**config.mk**
```make
export PLATFORM = sky130hd
export DESIGN_NAME = char_req_arbiter_flat
export DESIGN_NICKNAME = d
export VERILOG_FILES = /design/src/rtl/char_req_arbiter_if.sv /design/src/rtl/char_req_arbiter.sv /design/src/flat_wrapper.sv
export SDC_FILE = /design/constraint.sdc
export NUM_CORES = 1
export LEC_CHECK = 0
export ABC_CLOCK_PERIOD_IN_PS = 3400
export CORE_MARGIN = 2
export CORE_UTILIZATION = 58
export CTS_BUF_LIST = sky130_fd_sc_hd__clkbuf_8
export DETAILED_ROUTE_END_ITERATION = 12
export GPL_TIMING_DRIVEN = 0
export PLACE_DENSITY = 0.85
export SLEW_MARGIN = 20
export SYNTH_ARGS = -nofsm -noshare
export SYNTH_HDL_FRONTEND = slang
export SYNTH_SLANG_ARGS = --single-unit
```
**constraint.sdc**
```tcl
create_clock -name sys_clk -period 3.4 [get_ports sys_clk]
set_input_delay 0.68 -clock sys_clk [delete_from_list [all_inputs] [get_ports sys_clk]]
set_output_delay 0.68 -clock sys_clk [all_outputs]
set_load 0.02 [all_outputs]
```
**src/rtl/char_req_arbiter_if.sv**
```systemverilog
// Issue-side bus between char_req_arbiter and lcd_show_char.
// The arbiter is the master: it drives the one-cycle show_char_flag
// together with the character fields and receives show_char_done back.
interface char_req_arbiter_if #(
    parameter int X_W     = 9,
    parameter int Y_W     = 9,
    parameter int COLOR_W = 16
);
    logic               show_char_flag;
    logic [6:0]         ascii_num;
    logic [X_W-1:0]     start_x;
    logic [Y_W-1:0]     start_y;
    logic               en_size;
    logic [COLOR_W-1:0] front_color;
    logic [COLOR_W-1:0] background_color;
    logic               show_char_done;

    modport master (
        output show_char_flag,
        output ascii_num,
        output start_x,
        output start_y,
        output en_size,
        output front_color,
        output background_color,
        input  show_char_done
    );

    modport slave (
        input  show_char_flag,
        input  ascii_num,
        input  start_x,
        input  start_y,
        input  en_size,
        input  front_color,
        input  background_color,
        output show_char_done
    );
endinterface

```
**src/rtl/char_req_arbiter.sv**
```systemverilog
// char_req_arbiter: round-robin arbiter collecting character-draw requests
// from NUM_CH display sources into a shared FIFO, then issuing them one at
// a time to lcd_show_char over a flag/done handshake.
// Optional build macro CHAR_ARB_TIMEOUT_EN adds a WAIT watchdog that gives
// up after TIMEOUT_CYC cycles without show_char_done and pulses timeout_err.
module char_req_arbiter #(
    parameter int NUM_CH      = 4,
    parameter int FIFO_DEPTH  = 8,
    parameter int X_W         = 9,
    parameter int Y_W         = 9,
    parameter int COLOR_W     = 16,
    parameter int TIMEOUT_CYC = 65535
) (
    input  logic                        sys_clk,
    input  logic                        sys_rst,
    input  logic                        init_done,
    input  logic [NUM_CH-1:0]           ch_mask,
    input  logic [NUM_CH-1:0]           ch_req,
    output logic [NUM_CH-1:0]           ch_ack,
    input  logic [NUM_CH*7-1:0]         ch_ascii,
    input  logic [NUM_CH*X_W-1:0]       ch_start_x,
    input  logic [NUM_CH*Y_W-1:0]       ch_start_y,
    input  logic [NUM_CH-1:0]           ch_en_size,
    input  logic [NUM_CH*COLOR_W-1:0]   ch_front_color,
    input  logic [NUM_CH*COLOR_W-1:0]   ch_background_color,
    input  logic                        flush,
    char_req_arbiter_if.master          lcd,
    output logic [$clog2(FIFO_DEPTH):0] fifo_level,
    output logic                        busy,
    output logic                        timeout_err
);

    localparam int IDX_W   = (NUM_CH > 1) ? $clog2(NUM_CH) : 1;
    localparam int PTR_W   = (FIFO_DEPTH > 1) ? $clog2(FIFO_DEPTH) : 1;
    localparam int LVL_W   = PTR_W + 1;
    localparam int ENTRY_W = 7 + X_W + Y_W + 1 + 2 * COLOR_W;

    localparam logic [IDX_W-1:0] RR_RESET = IDX_W'(NUM_CH - 1);
    localparam logic [IDX_W:0]   NUM_CH_W = (IDX_W + 1)'(NUM_CH);
    localparam logic [LVL_W-1:0] FULL_LVL = LVL_W'(FIFO_DEPTH);

    typedef enum logic [1:0] {
        ST_IDLE  = 2'd0,
        ST_ISSUE = 2'd1,
        ST_WAIT  = 2'd2
    } state_t;

    state_t               state_q, state_d;
    logic [IDX_W-1:0]     rr_ptr_q, rr_ptr_d;
    logic [PTR_W-1:0]     wr_ptr_q, wr_ptr_d;
    logic [PTR_W-1:0]     rd_ptr_q, rd_ptr_d;
    logic [LVL_W-1:0]     count_q, count_d;
    logic [ENTRY_W-1:0]   fifo_mem_q [FIFO_DEPTH];
    logic [ENTRY_W-1:0]   fifo_mem_d [FIFO_DEPTH];
    logic [ENTRY_W-1:0]   issued_q, issued_d;

    logic [NUM_CH-1:0]    eligible;
    logic [IDX_W:0]       cand;
    logic                 grant_found;
    logic [IDX_W-1:0]     grant_idx;
    logic                 grant_valid;
    logic                 fifo_full;
    logic                 fifo_empty;
    logic                 pop;
    logic                 tmo_hit;
    logic [ENTRY_W-1:0]   wr_entry;
    logic [ENTRY_W-1:0]   head_entry;

    assign fifo_full   = (count_q == FULL_LVL);
    assign fifo_empty  = (count_q == '0);
    // Reset and flush both suppress acceptance so no request is acked and then lost.
    assign grant_valid = grant_found && !fifo_full && !flush && !sys_rst;
    assign head_entry  = fifo_mem_q[rd_ptr_q];

    // Round-robin search: first eligible channel after the last granted one, with wrap.
    always_comb begin
        eligible    = ch_req & ch_mask;
        grant_found = 1'b0;
        grant_idx   = '0;
        cand        = '0;
        for (int i = 1; i <= NUM_CH; i++) begin
            cand = {1'b0, rr_ptr_q} + (IDX_W + 1)'(i);
            if (cand >= NUM_CH_W) begin
                cand = cand - NUM_CH_W;
            end
            if (!grant_found && eligible[cand[IDX_W-1:0]]) begin
                grant_found = 1'b1;
                grant_idx   = cand[IDX_W-1:0];
            end
        end
    end

    // One-hot accept strobe and the packed entry of the granted channel.
    always_comb begin
        ch_ack = '0;
        if (grant_valid) begin
            ch_ack[grant_idx] = 1'b1;
        end
        wr_entry = {ch_ascii[grant_idx*7 +: 7],
                    ch_start_x[grant_idx*X_W +: X_W],
                    ch_start_y[grant_idx*Y_W +: Y_W],
                    ch_en_size[grant_idx],
                    ch_front_color[grant_idx*COLOR_W +: COLOR_W],
                    ch_background_color[grant_idx*COLOR_W +: COLOR_W]};
    end

`ifdef CHAR_ARB_TIMEOUT_EN
    localparam int TMO_W = $clog2(TIMEOUT_CYC + 1);

    logic [TMO_W-1:0] tmo_cnt_q, tmo_cnt_d;

    assign tmo_hit = (state_q == ST_WAIT) && !lcd.show_char_done &&
                     (tmo_cnt_q == TMO_W'(TIMEOUT_CYC));

    // Count WAIT cycles; any exit from WAIT clears the count for the next request.
    always_comb begin
        tmo_cnt_d = '0;
        if (state_q == ST_WAIT && !lcd.show_char_done && !tmo_hit) begin
            tmo_cnt_d = tmo_cnt_q + 1'b1;
        end
    end

    // Watchdog counter register.
    always_ff @(posedge sys_clk) begin
        if (sys_rst) begin
            tmo_cnt_q <= '0;
        end else begin
            tmo_cnt_q <= tmo_cnt_d;
        end
    end

    assign timeout_err = tmo_hit;
`else
    assign tmo_hit     = 1'b0;
    assign timeout_err = 1'b0;
`endif

    // Issue FSM: pop the head into the output fields, flag it, then wait for done.
    always_comb begin
        state_d  = state_q;
        issued_d = issued_q;
        pop      = 1'b0;
        case (state_q)
            ST_IDLE: begin
                if (!fifo_empty && init_done && !flush) begin
                    pop      = 1'b1;
                    issued_d = head_entry;
                    state_d  = ST_ISSUE;
                end
            end
            ST_ISSUE: begin
                state_d = lcd.show_char_done ? ST_IDLE : ST_WAIT;
            end
            ST_WAIT: begin
                if (lcd.show_char_done || tmo_hit) begin
                    state_d = ST_IDLE;
                end
            end
            default: begin
                state_d = ST_IDLE;
            end
        endcase
    end

    // FIFO pointers, level and RR pointer; flush empties the queue but leaves RR alone.
    always_comb begin
        fifo_mem_d = fifo_mem_q;
        wr_ptr_d   = wr_ptr_q;
        rd_ptr_d   = rd_ptr_q;
        rr_ptr_d   = rr_ptr_q;
        count_d    = count_q;
        if (grant_valid) begin
            fifo_mem_d[wr_ptr_q] = wr_entry;
            wr_ptr_d             = wr_ptr_q + 1'b1;
            rr_ptr_d             = grant_idx;
        end
        if (pop) begin
            rd_ptr_d = rd_ptr_q + 1'b1;
        end
        if (flush) begin
            wr_ptr_d = '0;
            rd_ptr_d = '0;
            count_d  = '0;
        end else begin
            count_d = count_q + LVL_W'(grant_valid) - LVL_W'(pop);
        end
    end

    // State registers with synchronous reset back to an empty, idle arbiter.
    always_ff @(posedge sys_clk) begin
        if (sys_rst) begin
            state_q    <= ST_IDLE;
            rr_ptr_q   <= RR_RESET;
            wr_ptr_q   <= '0;
            rd_ptr_q   <= '0;
            count_q    <= '0;
            issued_q   <= '0;
            fifo_mem_q <= '{default: '0};
        end else begin
            state_q    <= state_d;
            rr_ptr_q   <= rr_ptr_d;
            wr_ptr_q   <= wr_ptr_d;
            rd_ptr_q   <= rd_ptr_d;
            count_q    <= count_d;
            issued_q   <= issued_d;
            fifo_mem_q <= fifo_mem_d;
        end
    end

    assign lcd.show_char_flag   = (state_q == ST_ISSUE);
    assign lcd.ascii_num        = issued_q[ENTRY_W-1 -: 7];
    assign lcd.start_x          = issued_q[ENTRY_W-8 -: X_W];
    assign lcd.start_y          = issued_q[ENTRY_W-8-X_W -: Y_W];
    assign lcd.en_size          = issued_q[2*COLOR_W];
    assign lcd.front_color      = issued_q[2*COLOR_W-1 -: COLOR_W];
    assign lcd.background_color = issued_q[COLOR_W-1:0];

    assign fifo_level = count_q;
    assign busy       = (state_q != ST_IDLE) || !fifo_empty;

endmodule

```
**src/flat_wrapper.sv**
```systemverilog
// flat-port wrapper written by rule: the top's interface ports become plain ports
module char_req_arbiter_flat 
#(
    parameter int NUM_CH      = 4,
    parameter int FIFO_DEPTH  = 8,
    parameter int X_W         = 9,
    parameter int Y_W         = 9,
    parameter int COLOR_W     = 16,
    parameter int TIMEOUT_CYC = 65535
)
  (sys_clk, sys_rst, init_done, ch_mask, ch_req, ch_ack, ch_ascii, ch_start_x, ch_start_y, ch_en_size, ch_front_color, ch_background_color, flush, fifo_level, busy, timeout_err, lcd_show_char_flag, lcd_ascii_num, lcd_start_x, lcd_start_y, lcd_en_size, lcd_front_color, lcd_background_color, lcd_show_char_done);
  char_req_arbiter_if #(.X_W(X_W), .Y_W(Y_W), .COLOR_W(COLOR_W)) lcd_i ();
  input  logic sys_clk;
  input  logic sys_rst;
  input  logic init_done;
  input  logic [NUM_CH-1:0] ch_mask;
  input  logic [NUM_CH-1:0] ch_req;
  output logic [NUM_CH-1:0] ch_ack;
  input  logic [NUM_CH*7-1:0] ch_ascii;
  input  logic [NUM_CH*X_W-1:0] ch_start_x;
  input  logic [NUM_CH*Y_W-1:0] ch_start_y;
  input  logic [NUM_CH-1:0] ch_en_size;
  input  logic [NUM_CH*COLOR_W-1:0] ch_front_color;
  input  logic [NUM_CH*COLOR_W-1:0] ch_background_color;
  input  logic flush;
  output logic [$clog2(FIFO_DEPTH):0] fifo_level;
  output logic busy;
  output logic timeout_err;
  output wire logic [$bits(lcd_i.show_char_flag)-1:0] lcd_show_char_flag;
  output wire logic [$bits(lcd_i.ascii_num)-1:0] lcd_ascii_num;
  output wire logic [$bits(lcd_i.start_x)-1:0] lcd_start_x;
  output wire logic [$bits(lcd_i.start_y)-1:0] lcd_start_y;
  output wire logic [$bits(lcd_i.en_size)-1:0] lcd_en_size;
  output wire logic [$bits(lcd_i.front_color)-1:0] lcd_front_color;
  output wire logic [$bits(lcd_i.background_color)-1:0] lcd_background_color;
  input wire logic [$bits(lcd_i.show_char_done)-1:0] lcd_show_char_done;
  assign lcd_show_char_flag = lcd_i.show_char_flag;
  assign lcd_ascii_num = lcd_i.ascii_num;
  assign lcd_start_x = lcd_i.start_x;
  assign lcd_start_y = lcd_i.start_y;
  assign lcd_en_size = lcd_i.en_size;
  assign lcd_front_color = lcd_i.front_color;
  assign lcd_background_color = lcd_i.background_color;
  assign lcd_i.show_char_done = lcd_show_char_done;
  char_req_arbiter #(.NUM_CH(NUM_CH), .FIFO_DEPTH(FIFO_DEPTH), .X_W(X_W), .Y_W(Y_W), .COLOR_W(COLOR_W), .TIMEOUT_CYC(TIMEOUT_CYC)) u_core (.sys_clk(sys_clk), .sys_rst(sys_rst), .init_done(init_done), .ch_mask(ch_mask), .ch_req(ch_req), .ch_ack(ch_ack), .ch_ascii(ch_ascii), .ch_start_x(ch_start_x), .ch_start_y(ch_start_y), .ch_en_size(ch_en_size), .ch_front_color(ch_front_color), .ch_background_color(ch_background_color), .flush(flush), .lcd(lcd_i), .fifo_level(fifo_level), .busy(busy), .timeout_err(timeout_err));
endmodule
```
==> impl_metrics.json <==
{
  "outcome": "completed",
  "crit_path_frequent_cell": "sky130_fd_sc_hd__buf_2",
  "slew_headroom_pct": 29.5,
  "post_synth_instance_area_um2": 26500,
  "top_level_ports": 314,
  "path_clk_slew_ns": 0.07,
  "crit_required_ns": 2.72,
  "hold_removal_path_class": "register to register",
  "postRouteWirelength_um": 92400,
  "floorplan.initialDensity_pct": 58.5,
  "crit-reg2reg-launch": "u_core.rr_ptr_q[0]",
  "setup_violations": 0,
  "layout.cells.most_common": "sky130_fd_sc_hd__dfxtp_1",
  "nNetsFinal": 3346,
  "synth.lib_cells_used.distinct": 52,
  "tritoncts_num_sinks": 536,
  "slowest_delay_ns": 0.45,
  "detailedRoute.firstPassIterationCount": 6,
  "syn-instance-count": 2685,
  "grt_pass1_wl_um": 141000,
  "rsz0062_at_grt": "true",
  "avgViaCountPerCell": 6.65,
  "timing.fmax_ghz": 0.299,
  "hold_viol_final": 0,
  "antenna_violations_before_repair": 2,
  "post-route-min-period_ns": 3.34,
  "post-route-period-util_pct": 98.3,
  "slew_viol_final": 0,
  "post_synth.cell_area_avg_um2": 9.87,
  "cp-start-kind": "register",
  "fraction_of_layout_instances_using_a_drive_strength_above_1_pct": 14.7,
  "synthesized_flop_and_latch_total": 536,
  "grt_start_max_net_pins": 20,
  "dieWidth_um": 218,
  "floorplan.core_area_um2": 45300,
  "area_delta_synth_final_pct": 22.0,
  "dpl_cell_area_um2": 30400,
  "timing.critical_path.to_type": "output port",
  "tritoncts": "yes",
  "clk-insertion-delay-late_ns": 0.66,
  "worst_ir_drop_vdd_mv": 0.308,
  "hp-start": "u_core.fifo_mem_q[401]",
  "mostFrequentLayoutCells": "535 x sky130_fd_sc_hd__dfxtp_1, 465 x sky130_fd_sc_hd__nand3b_1, 438 x sky130_fd_sc_hd__o21ai_1",
  "vias": 25000,
  "fin_setup_tns_ns": 0,
  "fin_total_pwr_mw": 14.8,
  "p_leak_nw": 10.7,
  "dp_hpwl_um": 68000,
  "hold_ws_ns": 0.480,
  "post-route-cell-area_um2": 32300,
  "die_h_um": 218,
  "final_replace_weighted_congestion": 0.974,
  "cpMaxStageDelayCell": "sky130_fd_sc_hd__dfxtp_1",
  "worst_ep_arrival_time_ns": 2.66,
  "filler_cell_count": 3228,
  "syn_nets": 2939,
  "critical_path_peak_fanout": 10,
  "worst_pin_slew_ns": 1.03,
  "maximum_capacitance_violations": 0,
  "cts_htree_levels": 3,
  "pwr_density_cell_nw_per_um2": 457,
  "critPathLaunch": "u_core.rr_ptr_q[1]",
  "cts_buffer_depth": 3,
  "root_buffer": "sky130_fd_sc_hd__clkbuf_8",
  "row_count": 78,
  "worst-setup-path-type": "register to output port",
  "globalRoute.totalOverflow": 0,
  "ys.warnings.count": 0,
  "die_area_um2": 47400,
  "drt_first_iter_violations": 3311,
  "grt_pass1_vias": 24800,
  "drc": 0,
  "final.setup_skew_ns": 0.0322,
  "grtUsageTotal_pct": 38.4,
  "cts-hold-fix-buffers": 0,
  "ys_seq_area_share_pct": 40.5,
  "route.antenna.remaining_nets": 0,
  "worstPathCellList": "buf_2 > o211ai_1 > a22oi_1 > buf_6 > buf_8 > nor3b_4 > buf_2",
  "port_buffers": 311,
  "cts_buffers": 83,
  "dr_wl_cell_um": 24.6
}
## cell type report
type | instances | area [um2] | share of cell area, %
antenna | 1 | 2.50 | 0.00774
buffer | 312 | 1490 | 4.60
clock buffer | 114 | 1570 | 4.85
clock inverter | 38 | 239 | 0.739
inverter | 11 | 46.3 | 0.143
multi-input combinational | 1822 | 14300 | 44.2
sequential | 536 | 10700 | 33.2
tap | 600 | 751 | 2.32
timing repair buffer | 326 | 3210 | 9.94
## through the flow
| stage | setup WS, ns | util [%] | instances |
|---|---|---|---|
| after global placement | -1.44 | 67.1 | 3596 |
| final | 0.0561 | 71.4 | 3760 |
| after CTS | 0.00288 | 71.4 | 3761 |
| after floorplan | 0.497 | - | 2685 |
| after detailed placement | -1.28 | 67.1 | 3596 |
| after global routing | -0.00941 | 71.4 | 3760 |
## synthesized netlist by cell type (all sizes together)
cell,number,area (um2)
a211o,1,8.76
a211oi,58,435
a21o,1,7.51
a21oi,3,15.0
a221o,1,11.3
a22o,2,17.5
a22oi,4,35.0
and2,3,18.8
and3,2,12.5
and4bb,1,12.5
buf,106,684
clkbuf,210,788
clkinv,1,8.76
conb,1,3.75
dfxtp,536,10700
fa,1,20.0
ha,8,100
inv,10,37.5
mux2i,117,1610
mux4,116,2610
nand2,8,30.0
nand3,119,621
nand3b,467,3520
nand4,118,768
nand4b,2,47.6
nand4bb,1,11.3
nor2,72,270
nor2b,3,18.8
nor3,4,25.0
nor3b,1,7.51
o211ai,117,1020
o21ai,580,2900
o221ai,1,8.76
o31ai,1,7.51
or2,1,6.26
or4b,1,10.0
xnor2,4,35.0
xor2,3,26.3
## registers in the layout, summed over array words and instances (netlist names)
name,count
u_core.fifo_level,4
u_core.fifo_mem_q,464
u_core.issued_q,58
u_core.rd_ptr_q,3
u_core.rr_ptr_q,2
u_core.state_q,2
u_core.wr_ptr_q,3
## timing repair
item / in CTS / in global routing
pin swaps: 4 / 2
endpoints found under the setup margin: 7 / 8
gates resized for setup: 35 / 6
buffers inserted: 15 / 0
## logic make-up (layout without fill, tap and decap cells)
family,count (synthesis),count (layout),synth area share (%)
xor+xnor,7,7,0.231
flops,536,536,40.5
simple gates,803,803,20.3
compound gates,769,769,16.9
buf+inv,327,801,5.73
other cells,1,2,0.0141
fa+ha+maj,9,9,0.453
mux,233,233,15.9
## routing by layer
| metal | vias to the layer above | wire length (um) | GRT usage (%) |
|---|---|---|---|
| met1 | 12100 | 35800 | 49.7 |
| met2 | 1673 | 42300 | 61.7 |
| met5 | - | 0 | 0 |
| met3 | 282 | 9520 | 6.97 |
| li1 | 11000 | - | - |
| met4 | 0 | 4740 | 19.7 |
## report_power, final
| part | leakage (nW) | internal [mW] | switching (mW) |
|---|---|---|---|
| combinational | 5.35 | 1.02 | 1.55 |
| sequential | 4.32 | 6.38 | 0.0627 |
| clock | 0.995 | 3.15 | 2.62 |
| total | 10.7 | 10.6 | 4.23 |
## worst paths after layout
path | end | slack (ns) | depth (start not counted)
setup / recovery | ch_ack[0] | 0.06 | 7
hold reg to reg | u_core.fifo_mem_q[401] | 0.48 | 2
hold / removal | u_core.fifo_mem_q[401] | 0.48 | 2
setup reg to reg | u_core.rr_ptr_q[1] | 0.07 | 21
## critical path, delay by kind of cell (launching register included)
| family | cells | cell delay, ns |
|---|---|---|
| buffers and inverters | 4 | 0.88 |
| AND/OR/NAND/NOR | 1 | 0.29 |
| flip-flops | 1 | 0.45 |
| AO/OA/AOI/OAI | 2 | 0.37 |
Note: power is estimated with default switching activity, not from simulation.
